==> src/rtl/fixed_to_uint_pipe_if.sv <==
// Stream bus for fixed_to_uint_pipe. The input beat carries signed fixed-point
// lanes plus a rounding mode; the output beat carries clamped unsigned lanes.
interface fixed_to_uint_pipe_if #(
  parameter int INT_W  = 8,
  parameter int FRAC_W = 7,
  parameter int OUT_W  = 16,
  parameter int LANES  = 2
);
  localparam int IN_W = 1 + INT_W + FRAC_W;

  logic                   in_valid;
  logic                   in_ready;
  logic [LANES*IN_W-1:0]  in_data;
  logic [1:0]             in_mode;
  logic                   out_valid;
  logic                   out_ready;
  logic [LANES*OUT_W-1:0] out_data;
  logic [LANES-1:0]       out_sat_lo;
  logic [LANES-1:0]       out_sat_hi;
  logic                   sat_count_clr;
  logic [15:0]            sat_count;

  modport slave (
    input  in_valid, in_data, in_mode, out_ready, sat_count_clr,
    output in_ready, out_valid, out_data, out_sat_lo, out_sat_hi, sat_count
  );

  modport master (
    output in_valid, in_data, in_mode, out_ready, sat_count_clr,
    input  in_ready, out_valid, out_data, out_sat_lo, out_sat_hi, sat_count
  );
endinterface

==> src/rtl/fixed_to_uint_pipe.sv <==
// Two-stage converter from signed fixed-point lanes to clamped unsigned integers.
// S1 decides the rounding increment per lane; S2 adds it and saturates.
module fixed_to_uint_pipe #(
  parameter int INT_W  = 8,
  parameter int FRAC_W = 7,
  parameter int OUT_W  = 16,
  parameter int LANES  = 2
) (
  input logic                  clk,
  input logic                  reset_n,
  fixed_to_uint_pipe_if.slave  bus
);
  localparam int IN_W = 1 + INT_W + FRAC_W;
  // Compare width wide enough for both I+r and the output maximum.
  localparam int CW = ((INT_W + 1 > OUT_W) ? INT_W + 1 : OUT_W) + 1;
  localparam logic [31:0]       HALF32  = 32'd1 << (FRAC_W - 1);
  localparam logic [FRAC_W-1:0] HALF    = HALF32[FRAC_W-1:0];
  localparam logic [CW-1:0]     MAX_EXT = {{(CW-OUT_W){1'b0}}, {OUT_W{1'b1}}};

  typedef enum logic [1:0] {
    RND_HALF_UP   = 2'b00,
    RND_TRUNC     = 2'b01,
    RND_CEIL      = 2'b10,
    RND_HALF_EVEN = 2'b11
  } rnd_mode_e;

  typedef struct packed {
    logic             sign;
    logic [INT_W-1:0] ival;
    logic             inc;
  } s1_lane_t;

  rnd_mode_e              mode;
  logic [FRAC_W-1:0]      frac;
  s1_lane_t [LANES-1:0]   s1_lane_d, s1_lane_q;
  logic                   s1_v_q, s2_v_q;
  logic                   s1_load, s2_load, out_fire;

  logic [INT_W:0]         sum;
  logic [CW-1:0]          sum_ext;
  logic [LANES*OUT_W-1:0] s2_data_d, s2_data_q;
  logic [LANES-1:0]       s2_lo_d, s2_lo_q, s2_hi_d, s2_hi_q;

  logic [15:0]            cnt_d, cnt_q, cnt_inc;
  logic [16:0]            cnt_sum;

  assign s2_load      = !s2_v_q || bus.out_ready;
  assign s1_load      = !s1_v_q || s2_load;
  assign out_fire     = s2_v_q && bus.out_ready;
  assign bus.in_ready = s1_load;

  // S1: split each lane and decide the rounding increment from the fraction.
  always_comb begin
    // NOTE: every combinational output gets a default first so no path can
    // fall through and infer a latch.
    s1_lane_d = '0;
    frac      = '0;
    mode      = rnd_mode_e'(bus.in_mode);
    for (int k = 0; k < LANES; k++) begin
      s1_lane_d[k].sign = bus.in_data[k*IN_W + IN_W - 1];
      s1_lane_d[k].ival = bus.in_data[k*IN_W + FRAC_W +: INT_W];
      frac              = bus.in_data[k*IN_W +: FRAC_W];
      case (mode)
        RND_HALF_UP:   s1_lane_d[k].inc = (frac >= HALF);
        RND_TRUNC:     s1_lane_d[k].inc = 1'b0;
        RND_CEIL:      s1_lane_d[k].inc = (frac != '0);
        RND_HALF_EVEN: s1_lane_d[k].inc = (frac > HALF) ||
                                          ((frac == HALF) && s1_lane_d[k].ival[0]);
        default:       s1_lane_d[k].inc = 1'b0;
      endcase
    end
  end

  // S2: add the increment one bit wider than I, then clamp to the output range.
  always_comb begin
    s2_data_d = '0;
    s2_lo_d   = '0;
    s2_hi_d   = '0;
    sum       = '0;
    sum_ext   = '0;
    for (int k = 0; k < LANES; k++) begin
      sum     = {1'b0, s1_lane_q[k].ival} + (INT_W+1)'(s1_lane_q[k].inc);
      sum_ext = CW'(sum);
      if (s1_lane_q[k].sign) begin
        s2_lo_d[k] = 1'b1;
      end else if (sum_ext > MAX_EXT) begin
        s2_data_d[k*OUT_W +: OUT_W] = '1;
        s2_hi_d[k]                  = 1'b1;
      end else begin
        s2_data_d[k*OUT_W +: OUT_W] = sum_ext[OUT_W-1:0];
      end
    end
  end

  // A clear coinciding with an output handshake keeps that beat's increment.
  always_comb begin
    cnt_inc = '0;
    for (int k = 0; k < LANES; k++) begin
      cnt_inc = cnt_inc + 16'(s2_lo_q[k] | s2_hi_q[k]);
    end
    cnt_sum = {1'b0, cnt_q} + {1'b0, cnt_inc};
    cnt_d   = cnt_q;
    if (bus.sat_count_clr) begin
      cnt_d = out_fire ? cnt_inc : '0;
    end else if (out_fire) begin
      cnt_d = cnt_sum[16] ? 16'hFFFF : cnt_sum[15:0];
    end
  end

  always_ff @(posedge clk or negedge reset_n) begin
    if (!reset_n) begin
      s1_v_q    <= 1'b0;
      s2_v_q    <= 1'b0;
      s2_data_q <= '0;
      s2_lo_q   <= '0;
      s2_hi_q   <= '0;
      cnt_q     <= '0;
    end else begin
      // NOTE: state registers use non-blocking assignments so every flop
      // samples pre-edge values regardless of statement order.
      if (s1_load) s1_v_q <= bus.in_valid;
      if (s2_load) s2_v_q <= s1_v_q;
      if (s2_load && s1_v_q) begin
        s2_data_q <= s2_data_d;
        s2_lo_q   <= s2_lo_d;
        s2_hi_q   <= s2_hi_d;
      end
      cnt_q <= cnt_d;
    end
  end

  // NOTE: the S1 payload has no reset; it is only ever observed behind s1_v_q.
  always_ff @(posedge clk) begin
    if (s1_load && bus.in_valid) s1_lane_q <= s1_lane_d;
  end

  assign bus.out_valid  = s2_v_q;
  assign bus.out_data   = s2_data_q;
  assign bus.out_sat_lo = s2_lo_q;
  assign bus.out_sat_hi = s2_hi_q;
  assign bus.sat_count  = cnt_q;
endmodule
==> src/flat_wrapper.sv <==
// flat-port wrapper written by rule: the top's interface ports become plain ports
module fixed_to_uint_pipe_flat 
#(
  parameter int INT_W  = 8,
  parameter int FRAC_W = 7,
  parameter int OUT_W  = 16,
  parameter int LANES  = 2
)
  (clk, reset_n, bus_in_valid, bus_in_data, bus_in_mode, bus_out_ready, bus_sat_count_clr, bus_in_ready, bus_out_valid, bus_out_data, bus_out_sat_lo, bus_out_sat_hi, bus_sat_count);
  fixed_to_uint_pipe_if #(.INT_W(INT_W), .FRAC_W(FRAC_W), .OUT_W(OUT_W), .LANES(LANES)) bus_i ();
  input logic clk;
  input logic reset_n;
  input wire logic [$bits(bus_i.in_valid)-1:0] bus_in_valid;
  input wire logic [$bits(bus_i.in_data)-1:0] bus_in_data;
  input wire logic [$bits(bus_i.in_mode)-1:0] bus_in_mode;
  input wire logic [$bits(bus_i.out_ready)-1:0] bus_out_ready;
  input wire logic [$bits(bus_i.sat_count_clr)-1:0] bus_sat_count_clr;
  output wire logic [$bits(bus_i.in_ready)-1:0] bus_in_ready;
  output wire logic [$bits(bus_i.out_valid)-1:0] bus_out_valid;
  output wire logic [$bits(bus_i.out_data)-1:0] bus_out_data;
  output wire logic [$bits(bus_i.out_sat_lo)-1:0] bus_out_sat_lo;
  output wire logic [$bits(bus_i.out_sat_hi)-1:0] bus_out_sat_hi;
  output wire logic [$bits(bus_i.sat_count)-1:0] bus_sat_count;
  assign bus_i.in_valid = bus_in_valid;
  assign bus_i.in_data = bus_in_data;
  assign bus_i.in_mode = bus_in_mode;
  assign bus_i.out_ready = bus_out_ready;
  assign bus_i.sat_count_clr = bus_sat_count_clr;
  assign bus_in_ready = bus_i.in_ready;
  assign bus_out_valid = bus_i.out_valid;
  assign bus_out_data = bus_i.out_data;
  assign bus_out_sat_lo = bus_i.out_sat_lo;
  assign bus_out_sat_hi = bus_i.out_sat_hi;
  assign bus_sat_count = bus_i.sat_count;
  fixed_to_uint_pipe #(.INT_W(INT_W), .FRAC_W(FRAC_W), .OUT_W(OUT_W), .LANES(LANES)) u_core (.clk(clk), .reset_n(reset_n), .bus(bus_i));
endmodule
==> config.mk <==
export PLATFORM = sky130hd
export DESIGN_NAME = fixed_to_uint_pipe_flat
export DESIGN_NICKNAME = d
export VERILOG_FILES = /design/src/rtl/fixed_to_uint_pipe_if.sv /design/src/rtl/fixed_to_uint_pipe.sv /design/src/flat_wrapper.sv
export SDC_FILE = /design/constraint.sdc
export NUM_CORES = 1
export LEC_CHECK = 0
export BUFFER_PORTS_ARGS = -buffer_cell sky130_fd_sc_hd__buf_2
export CORE_MARGIN = 1.5
export CORE_UTILIZATION = 35
export DETAILED_ROUTE_END_ITERATION = 16
export PLACE_DENSITY = 0.57
export SYNTH_ARGS = -nofsm -noshare
export SYNTH_HDL_FRONTEND = slang
export SYNTH_SLANG_ARGS = --single-unit
==> constraint.sdc <==
create_clock -name clk -period 3 [get_ports clk]
set_input_delay 0.6 -clock clk [delete_from_list [all_inputs] [get_ports clk]]
set_output_delay 0.6 -clock clk [all_outputs]
set_load 0.01 [all_outputs]
==> results_dict.tcl <==
set metrics [dict create \
    outcome "finished clean" \
    slowest_stage "dfrtp_1" \
    worstMarginPinSlew_ns 0.846 \
    avgSynthCellArea_um2 11.2 \
    cts_made_buffers 9 \
    setup_viol 0 \
    vias_per_cell 5.04 \
    finalSetupTns_ns 0 \
    maxCapViolCount 0 \
    cp-start-kind "flip-flop" \
    report.final.slew_viol_count 0 \
    drc 0 \
    finalPower_mw 1.85 \
    timing.final.ws_setup_ns 0.394 \
    finalNonFillerCells 448 \
    via_count 2258 \
    post_drt_wl_per_cell_um 13.3 \
    h-tree-depth 3 \
    powerDensity_nw_per_um2 525 \
    worstSetupEndpointType "flip-flop" \
    cts_buffer_depth 2 \
    ys.flop_type "dfrtp_1" \
    syn_inst 257 \
    arrival_ns 2.84 \
    path_cells "ha_1, ha_1, inv_1, fa_1, nand4b_2, nor4_4, buf_4, nor2_2, a221oi_1" \
    ctsResizeCount 0 \
    synthesis.area_um2 2890 \
    path_common_cell "ha_1" \
    grt_overflow 0 \
    worstSetupStartpoint "u_core.bus.out_sat_lo[1]$_DFFE_PN0P_" \
    layout_commonest_cell "buf_2" \
    yosysSeqAreaShare_pct 53.7 \
    grt_usage_pct 14.7 \
    synth_warnings 0 \
    die_height_um 93.8 \
    postCtsSetupBuffers 0 \
    cts_tree "built" \
    pre_cts_slack_ns 0.414 \
    vdd_drop_max_mv 0.204 \
    clock_latency_ns 0.34 \
    ctsRootBufferMaster "clkbuf_8" \
    ant_nets 0 \
    clock_sinks 58 \
    r2r-start "u_core.bus.out_sat_lo[1]$_DFFE_PN0P_" \
    postPlaceCellArea_um2 3340 \
    io_pins 93 \
    die_w_um 93.8 \
    first_pass_iters 4 \
    cp_top_family "adder cells" \
    place_inst 432 \
    synth-edff-count 20 \
    antennaDiodeCount 0 \
    hpwl_mm 4.34 \
    required_ns 3.23 \
    drive_above_1_share_pct 31.2 \
    final_nets 388 \
    drt-initial-drc-count 76 \
    synth-seq-cells 58 \
    area.growth.synth_to_final_pct 21.8 \
    place.gp.congestion 0.794 \
    port-buffer-count 76 \
    antenna_found_initial 0 \
    fin_area_um2 3520 \
    fin_util_pct 44.8 \
    p_leak_nw 1.58 \
    grt_pass1_vias 2126 \
    start_util_pct 36.8 \
    coreArea_um2 7850 \
    worstPathMaxFanout 6 \
    criticalPathCategory "reg2reg" \
    hold_viol 0 \
    fin_crit_sh_pct 86.9 \
    hold_slack_ns 0.366 \
    postCtsHoldBufs 0 \
    final_cell_mix "buf_2, dfrtp_1, edfxtp_1" \
    grt_max_degree 39 \
    rsz0062_at_grt "false" \
    fin_crit_ns 2.61 \
    critPathBufInv 2 \
    core.rowCount 32 \
    max_slew_margin_pct 43.6 \
    grt_pass1_wl_mm 10.1 \
    min_path_type "in2async" \
    dieArea_um2 8810 \
    skew_ns 0.0126 \
    max_stage_delay_ns 0.40 \
    post_synth_num_cell_types 50 \
    path_clk_slew_ns 0.07 \
    async_flop_share_pct 65.5 \
    clock.fmax_ghz 0.384 \
    routed_wl_mm 5.94 \
]
[metal layers]
metal	up-vias	global-route usage, %	share of wire, %	routed length [um]
li1	1084	-	-	-
met1	1075	18.7	45	2680
met2	92	23.2	45	2680
met3	7	5.42	8.7	514
met4	0	4.98	0.99	59
met5	-	0	0	0
[worst paths after layout]
kind / to / slack, ns / cells past startpoint
setup reg to reg: u_core.bus.sat_count[5]$_DFFE_PN0P_ / 0.39 / 9
min in group clk: u_core.s1_lane_q[15]$_DFFE_PP_ / 0.43 / 1
setup / recovery: u_core.bus.sat_count[5]$_DFFE_PN0P_ / 0.39 / 9
hold / removal: u_core.bus.sat_count[14]$_DFFE_PN0P_ / 0.37 / 1
hold reg to reg: u_core.bus.out_data[1]$_DFFE_PN0P_ / 0.49 / 2
max in group asynchronous: u_core.bus.out_data[4]$_DFFE_PN0P_ / 2.10 / 1
[sequential cells by signal, indices dropped and copies added (netlist names)]
name	cells
u_core.bus.sat_count	16
u_core.bus.out_valid	1
u_core.s1_lane_q	20
u_core.bus.out_data	18
u_core.bus.out_sat_lo	2
u_core.s1_v_q	1
[cells by family (layout without fill, tap and decap cells)]
| kind of cell | Yosys count | in the layout | share of synthesized area [%] |
|---|---|---|---|
| and+or+nand+nor | 95 | 95 | 18.8 |
| DFF | 58 | 58 | 53.7 |
| AOI/OAI and AO/OA | 50 | 50 | 12.8 |
| buffers and inverters | 30 | 104 | 5.98 |
| xor gates and xnor gates | 12 | 12 | 3.64 |
| adders and majority gates | 8 | 8 | 3.73 |
| muxes | 3 | 3 | 1.13 |
| other | 1 | 16 | 0.130 |
[cells in the mapped netlist, types with 3 or more instances]
| cell type | count | share of area (%) |
|---|---|---|
| o31ai_1 | 5 | 1.3 |
| ha_1 | 7 | 3.0 |
| and3_1 | 5 | 1.1 |
| nand2_1 | 19 | 2.5 |
| inv_1 | 8 | 1.0 |
| and2_1 | 4 | 0.87 |
| clkbuf_1 | 5 | 0.65 |
| nor3_1 | 7 | 1.2 |
| nand4_1 | 3 | 0.65 |
| a31oi_1 | 5 | 1.1 |
| xor2_1 | 4 | 1.2 |
| o21ai_0 | 8 | 1.4 |
| nand2b_1 | 9 | 1.9 |
| edfxtp_1 | 20 | 21 |
| a21oi_1 | 4 | 0.69 |
| buf_4 | 16 | 4.2 |
| o211ai_1 | 4 | 1.0 |
| dfrtp_1 | 38 | 33 |
| a211oi_1 | 4 | 1.0 |
| nand3_1 | 11 | 1.9 |
| xnor2_1 | 8 | 2.4 |
| nor2_1 | 19 | 2.5 |
| nor4_1 | 3 | 0.65 |
| a22o_1 | 8 | 2.4 |
[layout make-up]
cell class	instances	area [um^2]
Clock inverter	7	53.8
Inverter	8	30.0
Clock buffer	9	124
Timing Repair Buffer	80	410
Tap cell	102	128
Fill cell	783	4330
Sequential cell	58	1550
Multi-Input combinational cell	184	1220
[where the power goes]
part	switching (mW)	internal (mW)
logic	0.155	0.116
clock network	0.340	0.303
registers	0.0481	0.887
Power figures use the tool's default switching activity.
